==> src/rtl/mc_ctrl_pkg.sv <==
// Shared encodings for the multi-cycle MIPS main control FSM: states, opcodes and datapath select codes.
package mc_ctrl_pkg;

  typedef enum logic [4:0] {
    S_FETCH   = 5'd0,
    S_DECODE  = 5'd1,
    S_MEMADR  = 5'd2,
    S_MEMRD   = 5'd3,
    S_MEMWB   = 5'd4,
    S_MEMWR   = 5'd5,
    S_EXECUTE = 5'd6,
    S_ALUWB   = 5'd7,
    S_BRANCH  = 5'd8,
    S_BRANCHN = 5'd9,
    S_IMMEX   = 5'd10,
    S_LOGEX   = 5'd11,
    S_IMMWB   = 5'd12,
    S_JUMP    = 5'd13,
    S_JAL     = 5'd14,
    S_TRAP    = 5'd15,
    S_ERR     = 5'd16
  } state_t;

  localparam logic [5:0] OP_LW   = 6'b100011;
  localparam logic [5:0] OP_SW   = 6'b101011;
  localparam logic [5:0] OP_R    = 6'b000000;
  localparam logic [5:0] OP_BEQ  = 6'b000100;
  localparam logic [5:0] OP_BNE  = 6'b000101;
  localparam logic [5:0] OP_ADDI = 6'b001000;
  localparam logic [5:0] OP_ANDI = 6'b001100;
  localparam logic [5:0] OP_ORI  = 6'b001101;
  localparam logic [5:0] OP_SLTI = 6'b001010;
  localparam logic [5:0] OP_J    = 6'b000010;
  localparam logic [5:0] OP_JAL  = 6'b000011;

  localparam logic [2:0] ALU_ADD   = 3'b000;
  localparam logic [2:0] ALU_SUB   = 3'b001;
  localparam logic [2:0] ALU_FUNCT = 3'b010;
  localparam logic [2:0] ALU_AND   = 3'b011;
  localparam logic [2:0] ALU_OR    = 3'b100;
  localparam logic [2:0] ALU_SLT   = 3'b101;

  localparam logic [1:0] PC_ALU    = 2'b00;
  localparam logic [1:0] PC_ALUOUT = 2'b01;
  localparam logic [1:0] PC_JUMP   = 2'b10;

  localparam logic [1:0] SRCB_B     = 2'b00;
  localparam logic [1:0] SRCB_4     = 2'b01;
  localparam logic [1:0] SRCB_IMM   = 2'b10;
  localparam logic [1:0] SRCB_IMMSH = 2'b11;

  localparam logic [1:0] RD_RT = 2'b00;
  localparam logic [1:0] RD_RD = 2'b01;
  localparam logic [1:0] RD_RA = 2'b10;

  localparam logic [1:0] M2R_ALU = 2'b00;
  localparam logic [1:0] M2R_MEM = 2'b01;
  localparam logic [1:0] M2R_PC  = 2'b10;

  function automatic logic is_mem_state(input state_t s);
    return (s == S_FETCH) || (s == S_MEMRD) || (s == S_MEMWR);
  endfunction

endpackage

==> src/rtl/mc_control_fsm.sv <==
// Main control FSM of the multi-cycle MIPS datapath, with memory ready/timeout handshake,
// illegal-opcode trap and a sticky bus-error state.
module mc_control_fsm
  import mc_ctrl_pkg::*;
#(
  parameter int OP_W        = 6,
  parameter int MEM_WAIT_EN = 1,
  parameter int MEM_TIMEOUT = 16
) (
  input  logic            clk,
  input  logic            reset,
  input  logic [OP_W-1:0] op,
  input  logic            mem_ready,
  output logic            pcwrite,
  output logic            memwrite,
  output logic            irwrite,
  output logic            regwrite,
  output logic            alusrca,
  output logic            branch,
  output logic            bne,
  output logic            iord,
  output logic            extop,
  output logic            memreq,
  output logic [1:0]      regdst,
  output logic [1:0]      memtoreg,
  output logic [1:0]      alusrcb,
  output logic [1:0]      pcsrc,
  output logic [2:0]      aluop,
  output logic            illegal,
  output logic            bus_err,
  output logic [4:0]      state
);

  localparam int CNT_W = (MEM_TIMEOUT > 0) ? $clog2(MEM_TIMEOUT + 1) : 1;

  state_t           state_q, state_next;
  logic [CNT_W-1:0] wait_cnt;
  logic             rdy;
  logic             timeout;

  assign rdy     = (MEM_WAIT_EN == 0) || mem_ready;
  assign timeout = (MEM_TIMEOUT != 0) && !rdy && (wait_cnt == CNT_W'(MEM_TIMEOUT - 1));
  assign state   = state_q;

  always_ff @(posedge clk or posedge reset) begin
    if (reset) begin
      state_q  <= S_FETCH;
      wait_cnt <= '0;
    end else begin
      state_q <= state_next;
      // Any state change or completed access restarts the wait budget.
      if (rdy || (state_next != state_q))
        wait_cnt <= '0;
      else if (is_mem_state(state_q))
        wait_cnt <= wait_cnt + CNT_W'(1);
    end
  end

  always_comb begin
    state_next = state_q;
    case (state_q)
      S_FETCH: begin
        if (rdy)          state_next = S_DECODE;
        else if (timeout) state_next = S_ERR;
      end
      S_DECODE: begin
        case (op)
          OP_W'(OP_LW), OP_W'(OP_SW):     state_next = S_MEMADR;
          OP_W'(OP_R):                    state_next = S_EXECUTE;
          OP_W'(OP_BEQ):                  state_next = S_BRANCH;
          OP_W'(OP_BNE):                  state_next = S_BRANCHN;
          OP_W'(OP_ADDI), OP_W'(OP_SLTI): state_next = S_IMMEX;
          OP_W'(OP_ANDI), OP_W'(OP_ORI):  state_next = S_LOGEX;
          OP_W'(OP_J):                    state_next = S_JUMP;
          OP_W'(OP_JAL):                  state_next = S_JAL;
          default:                        state_next = S_TRAP;
        endcase
      end
      S_MEMADR: state_next = (op == OP_W'(OP_SW)) ? S_MEMWR : S_MEMRD;
      S_MEMRD: begin
        if (rdy)          state_next = S_MEMWB;
        else if (timeout) state_next = S_ERR;
      end
      S_MEMWR: begin
        if (rdy)          state_next = S_FETCH;
        else if (timeout) state_next = S_ERR;
      end
      S_EXECUTE:                 state_next = S_ALUWB;
      S_IMMEX, S_LOGEX:          state_next = S_IMMWB;
      S_MEMWB, S_ALUWB, S_IMMWB,
      S_BRANCH, S_BRANCHN,
      S_JUMP, S_JAL, S_TRAP:     state_next = S_FETCH;
      S_ERR:                     state_next = S_ERR;
      default:                   state_next = S_FETCH;
    endcase
  end

  always_comb begin
    pcwrite  = 1'b0;
    memwrite = 1'b0;
    irwrite  = 1'b0;
    regwrite = 1'b0;
    alusrca  = 1'b0;
    branch   = 1'b0;
    bne      = 1'b0;
    iord     = 1'b0;
    extop    = 1'b0;
    memreq   = 1'b0;
    regdst   = RD_RT;
    memtoreg = M2R_ALU;
    alusrcb  = SRCB_B;
    pcsrc    = PC_ALU;
    aluop    = ALU_ADD;
    illegal  = 1'b0;
    bus_err  = 1'b0;
    case (state_q)
      S_FETCH: begin
        memreq  = 1'b1;
        alusrcb = SRCB_4;
        irwrite = rdy;
        pcwrite = rdy;
      end
      S_DECODE: alusrcb = SRCB_IMMSH;
      S_MEMADR: begin
        alusrca = 1'b1;
        alusrcb = SRCB_IMM;
      end
      S_MEMRD: begin
        memreq = 1'b1;
        iord   = 1'b1;
      end
      S_MEMWB: begin
        regwrite = 1'b1;
        memtoreg = M2R_MEM;
      end
      S_MEMWR: begin
        memreq   = 1'b1;
        iord     = 1'b1;
        memwrite = rdy;
      end
      S_EXECUTE: begin
        alusrca = 1'b1;
        aluop   = ALU_FUNCT;
      end
      S_ALUWB: begin
        regwrite = 1'b1;
        regdst   = RD_RD;
      end
      S_BRANCH, S_BRANCHN: begin
        alusrca = 1'b1;
        aluop   = ALU_SUB;
        pcsrc   = PC_ALUOUT;
        branch  = 1'b1;
        bne     = (state_q == S_BRANCHN);
      end
      S_IMMEX: begin
        alusrca = 1'b1;
        alusrcb = SRCB_IMM;
        aluop   = (op == OP_W'(OP_SLTI)) ? ALU_SLT : ALU_ADD;
      end
      S_LOGEX: begin
        alusrca = 1'b1;
        alusrcb = SRCB_IMM;
        extop   = 1'b1;
        aluop   = (op == OP_W'(OP_ORI)) ? ALU_OR : ALU_AND;
      end
      S_IMMWB: regwrite = 1'b1;
      S_JUMP: begin
        pcwrite = 1'b1;
        pcsrc   = PC_JUMP;
      end
      S_JAL: begin
        pcwrite  = 1'b1;
        pcsrc    = PC_JUMP;
        regwrite = 1'b1;
        regdst   = RD_RA;
        memtoreg = M2R_PC;
      end
      S_TRAP:  illegal = 1'b1;
      S_ERR:   bus_err = 1'b1;
      default: ;
    endcase
  end

endmodule

==> config.mk <==
export PLATFORM = sky130hd
export DESIGN_NAME = mc_control_fsm
export DESIGN_NICKNAME = d
export VERILOG_FILES = /design/src/rtl/mc_ctrl_pkg.sv /design/src/rtl/mc_control_fsm.sv
export SDC_FILE = /design/constraint.sdc
export NUM_CORES = 1
export LEC_CHECK = 0
export ABC_AREA = 1
export CORE_MARGIN = 1.5
export CORE_UTILIZATION = 40
export DETAILED_ROUTE_END_ITERATION = 6
export GPL_TIMING_DRIVEN = 0
export MAX_ROUTING_LAYER = met4
export PLACE_DENSITY = 0.76
export REMOVE_ABC_BUFFERS = 1
export SLEW_MARGIN = 20
export SYNTH_ARGS = -nofsm -noshare
export SYNTH_HDL_FRONTEND = slang
export SYNTH_SLANG_ARGS = --single-unit
==> constraint.sdc <==
create_clock -name clk -period 1.72 [get_ports clk]
set_input_delay 0.344 -clock clk [delete_from_list [all_inputs] [get_ports clk]]
set_output_delay 0.344 -clock clk [all_outputs]
set_load 0.01 [all_outputs]
Word-level counts from Yosys, hierarchy flattened

Index checks and enable logic that the tools add are counted.

Memories: 0
ROM bits: 0
Input port bits: 9
Bits in writable memories: 0
Register bits after elaboration: 10
Output and inout bits: 28
Logic and storage cells: 78
Latch bits: 0

Bitwise operators: 0
$add $sub $neg: 1
Shift operators: 0
Div/mod/pow operators: 0
$lt $le $gt $ge: 0
Multipliers: 0
Reductions and logical operators: 19
Mux-type cells: 28
Eq/ne operators: 28

Operators by type and width:

| operator                                      | count |
|---|---|
| == test 5 x 4 -> 1 bit, second input constant | 9 |
| case mux 5 bit (8 select lines)               | 1 |
| case mux 4 bit (8 select lines)               | 1 |
| 2-to-1 mux 5 bit                              | 6 |
| == test 6 x 4 -> 1 bit, second input constant | 4 |
| == test 5 x 3 -> 1 bit, second input constant | 4 |
| OR reduction 2 bit                            | 7 |
| == test 6 x 2 -> 1 bit, second input constant | 2 |
| == test 6 x 3 -> 1 bit, second input constant | 2 |
| == test 6 bit, second input constant          | 2 |
| case mux 2 bit (2 select lines)               | 3 |
| case mux 3 bit (4 select lines)               | 1 |
| 2-to-1 mux 1 bit                              | 11 |
| == test 5 x 2 -> 1 bit, second input constant | 2 |
| 2-to-1 mux 3 bit                              | 3 |
| zero test 6 bit                               | 1 |
| case mux 2 bit (3 select lines)               | 1 |
| OR reduction 3 bit                            | 2 |
| OR reduction 6 bit                            | 1 |
| adder 5 x 1 -> 5 bit, second input constant   | 1 |
| == test 5 x 1 -> 1 bit, second input constant | 1 |
| == test 5 bit, second input constant          | 1 |
| zero test 5 bit                               | 1 |
| != test 5 bit                                 | 1 |
| other kinds (6)                               | 8 |

Logic depth before layout (Yosys ltp)

Gate-level depths: netlist of the first run.

Depth after elaboration: 8
Mapped depth: 13
Mapped depth without buffers: 13

Worst setup path before layout of the first run

OpenSTA, ideal clock, no wires.

Path kind: register -> register
From: register wait_cnt[0]
To: register wait_cnt[0]
Library setup time: 0.072 ns
Required time: 1.648 ns
Clock period less this slack: 1.766 ns
Data arrival time: 1.693 ns
Buffers on the path: 0
Path slack: -0.046 ns
Stages on the path, launching flop included: 13
Cells stage by stage: dfrtp_1 > ha_1 > and3_1 > ha_1 > nor2_1 > nand3_1 > nand3_1 > nor2_1 > nand2_1 > nand2_1 > nand2_1 > nand3_2 > nor2_1

Word-level cells in the longest chain between the ends: 8
Elaborated cells on any way between the ends: 13
Those cells by class: 1 x add/sub; 2 x eq/ne; 7 x mux; 3 x reduce/logical

RTL lines:

| what                                                          | RTL line                                                         | source |
|---|---|---|
| from (decl)                                                   | mc_control_fsm.sv:37                                             | `logic [CNT_W-1:0] wait_cnt;` |
| from (signal assigned)                                        | mc_control_fsm.sv:55                                             | `wait_cnt <= wait_cnt + CNT_W'(1);` |
| == test 5 x 4 -> 1 bit (*)                                    | mc_control_fsm.sv:42                                             | `assign timeout = (MEM_TIMEOUT != 0) && !rdy && (wait_cnt == CNT_W'(MEM_TIMEOUT - 1));` |
| logical AND 1 bit (*)                                         | mc_control_fsm.sv:42                                             |  |
| 2-to-1 mux 5 bit (*)                                          | mc_control_fsm.sv:64, mc_control_fsm.sv:82, mc_control_fsm.sv:86 |  |
| 2-to-1 mux 5 bit (on tied branches)                           | mc_control_fsm.sv:85, mc_control_fsm.sv:63, mc_control_fsm.sv:81 |  |
| case mux 5 bit (8 select lines) (*)                           | mc_control_fsm.sv:61                                             | `case (state_q)` |
| net state_next[0]                                             | mc_control_fsm.sv:36                                             | `state_t state_q, state_next;` |
| != test 5 bit (*)                                             | mc_control_fsm.sv:52                                             | `if (rdy \|\| (state_next != state_q))` |
| logical OR 1 bit (*)                                          | mc_control_fsm.sv:52                                             |  |
| 2-to-1 mux 5 bit / nonzero test 2 bit (equally long branches) | --                                                               |  |

The timed path passes the listed nets; every way through them passes the cells marked *. The select of a mux whose other input is x is not followed.
A chain may end at the register's enable or synchronous reset.

Worst setup path after layout of the first run

From: register state_q[1] (netlist: state[1])
To: output port pcwrite

Word-level cells in the longest chain between the ends: 3
Elaborated cells on any way between the ends: 5
Those cells by class: 2 x eq/ne; 1 x mux; 2 x reduce/logical

RTL lines:

| what                                | RTL line              | source |
|---|---|---|
| from (decl)                         | mc_control_fsm.sv:36  |  |
| from (signal assigned)              | mc_control_fsm.sv:50  | `state_q <= state_next;` |
| == test 5 x 4 -> 1 bit              | mc_control_fsm.sv:116 | `case (state_q)` |
| OR reduction 2 bit (no source line) | --                    |  |
| case mux 1 bit (2 select lines) (*) | mc_control_fsm.sv:116 |  |
| to (decl)                           | mc_control_fsm.sv:14  | `output logic pcwrite,` |

Every way passes the cells marked *; elsewhere a longest branch is shown, timed or not.

==> results of run 1 <==
[cell usage after synthesis]
library cell	count	area share
and3_1	1	0.0061
nor3_1	3	0.015
o21ai_0	6	0.029
ha_1	2	0.024
nand2_2	2	0.012
xnor2_1	1	0.0085
o22ai_1	1	0.0061
a21oi_1	1	0.0048
o211ai_1	2	0.015
buf_2	1	0.0048
nor2_2	4	0.024
a31oi_1	1	0.0061
buf_6	1	0.011
nand3_2	3	0.029
inv_2	3	0.011
nand4_1	5	0.030
nand2_1	34	0.12
xor2_1	2	0.017
o21a_1	1	0.0073
inv_1	18	0.065
nand3b_1	3	0.022
mux2i_1	1	0.0097
mux2_2	1	0.011
nand3_1	16	0.078
buf_4	1	0.0073
nor2_1	38	0.14
o31ai_1	1	0.0073
nand3_4	1	0.017
dfrtp_1	10	0.24
a21oi_2	1	0.0085
nor3_2	1	0.0097
[cells by family (layout without fill, tap and decap cells)]
group,Yosys count,after routing,share of synthesized area
flops,10,10,0.242
compound gates,14,14,0.0836
fa+ha+maj,2,2,0.0242
mux,2,2,0.0206
buf+inv,24,99,0.0994
simple gates,111,111,0.504
xor+xnor,3,3,0.0255
[path summary, 6_finish.rpt]
| path | endpoint | slack, ns |
|---|---|---|
| setup / recovery | pcwrite | -0.22 |
| setup reg to reg | wait_cnt[2]$_DFFE_PP0P_ | -0.17 |
| hold reg to reg | wait_cnt[3]$_DFFE_PP0P_ | 0.57 |
| hold / removal | wait_cnt[0]$_DFFE_PP0P_ | 0.36 |
| min in group clk | wait_cnt[3]$_DFFE_PP0P_ | 0.57 |
| max in group asynchronous | state[4]$_DFF_PP0_ | 1.06 |
[worst max-delay path, stage by stage (launching register included)]
cell and delay (ns):
dfrtp_2 0.48, buf_6 0.15, nor3_4 0.21, inv_2 0.11
nand2_2 0.08, inv_2 0.04, o22ai_1 0.10, buf_2 0.15
[sequential cells by signal, summed over array words and instances, names as in the netlist]
name and cells:
wait_cnt 5, state 5
[what timing repair did]
item / 4_1_cts / 5_1_grt
buffers inserted: 31 / 9
pin swaps: 17 / 15
setup endpoints to repair: 30 / 28
resized for setup: 139 / 38
[per-stage QoR]
stage / cells / TNS [ns]
global route: 271 / -3.66
floorplan: 163 / -0.230
CTS: 263 / -0.931
global placement: 229 / -9.48
detailed placement: 229 / -10.14
finish: 271 / -2.50
[routing by layer]
layer | GRT usage | part of all wire | up-vias
li1 | - | - | 698
met1 | 0.328 | 0.41 | 711
met2 | 0.459 | 0.50 | 72
met3 | 0.0417 | 0.058 | 18
met4 | 0.120 | 0.034 | 0
met5 | - | 0 | -
[report_power, final]
group	internal [mW]	switching [mW]
clock	0.0810	0.0797
combinational	1.09	1.31
sequential	0.293	0.0973
total	1.47	1.49
[layout make-up]
type                            count  area, sq um
Timing Repair Buffer               75          573
Tap cell                           30         37.5
Fill cell                         192          584
Multi-Input combinational cell    132          887
Clock buffer                        3         22.5
Sequential cell                    10          256
Inverter                           21         93.8
==> impl_results.md, run 1 <==
* Status: finished, violations left
* Failing checks: negative setup slack
* Layout cells sized above 1 at 0.515
* Pre-CTS WS at -0.801 ns
* First-pass iteration count of the detailed router at 4
* Antenna-violating nets left at 0
* Post-synth cell types at 31
* Most common cell after layout, fill and taps aside: buf_4
* Period utilization at 1.13
* H-tree levels at 1
* Final Critical Period at 1.94 ns
* Initial antenna violation count at 0
* Power Dens Cells at 1580 nW/um^2
* Cell area after layout at 1870 sq um
* PortBufs at 36
* Actual slew at the worst max-slew pin at 0.394 ns
* Relative slew slack at 0.737
* RSZ-0062 raised after global routing: true
* DIE HEIGHT at 53.8 microns
* Commonest non-fill, non-tap cells in the layout: buf_4, nand2_1, nor2_1
* Worst-path clk slew at 0.06 ns
* Hold_ws at 0.356 ns
* Synth Instances at 166
* Final Hold Vio Count at 0
* Fmax at 516 MHz
* Synth Cell Area at 1030 sq um
* Wire per inst at 15.5 microns
* Core ar. at 2450 sq um
* Leak Pwr at 0.944 nW
* Vias per cell at 5.53
* Area delta synth->final at 81.2%
* Seq/Total Area, Yosys at 0.242
* Startpoint types: flip-flop
* RR Startpoint: state[1]$_DFF_PP0_
* DRT Wirelength at 4210 microns
* Fin util at 0.762
* Critical Path Source: state[1]$_DFF_PP0_
* Global route overflow at 0
* CTS Buf Count at 3
* Clock Path Buffers at 2
* CP Data Required Time at 1.38 ns
* First-pass GRT wire length at 5730 microns
* Diodes inserted at 0
* Tot Pwr at 2.95 mW
* Setup ws final at -0.216 ns
* Max-Cap Viols at 0
* Total die area at 2890 sq um
* DPL Wire Length at 2350 microns
* Synth warnings at 0
* I/O pin total at 37
* Residual DRC at 0
* Post-CTS Hold Fix Bufs at 0
* VDD IR max at 1.10 mV
* Routability Congestion at 0.922
* CTS root buffer: clkbuf_4
* Cell row count at 18
* Worst-path fanout max at 7
* R2R depth at 11
* Vias in the first global route at 1306
* Crit end category: output port
* Fin nets at 254
* Iter 0 DRT Violations at 39
* CTS tree: yes
* Initial Utilization at 0.420
* Worst hold path class: in2async
* Pin count of the biggest net entering global routing at 11
* Gr usage total at 0.276
* Placed cell area at 1410 sq um
* Final setup fails at 21
* Yosys reg bits at 10
* # clock sinks at 10
* Syn_area_per_cell at 6.22 sq um
* Chip Width at 53.8 microns
* WS Path Type: reg2out
* Data arrival, critical path at 1.59 ns
* Clock latency on the worst-skew pair at 0.27 ns
* Vias at 1499
* Fin Clk Skew at 0.000688 ns
* Pins Over Slew Limit at 0
Power figures use the tool's default switching activity.
==> inputs of run 2 (changes only) <==
CAP_MARGIN = 15   (was not set)
==> results of run 2 <==
Same layout as run 1: the final DEF is identical, and so are final timing and power.
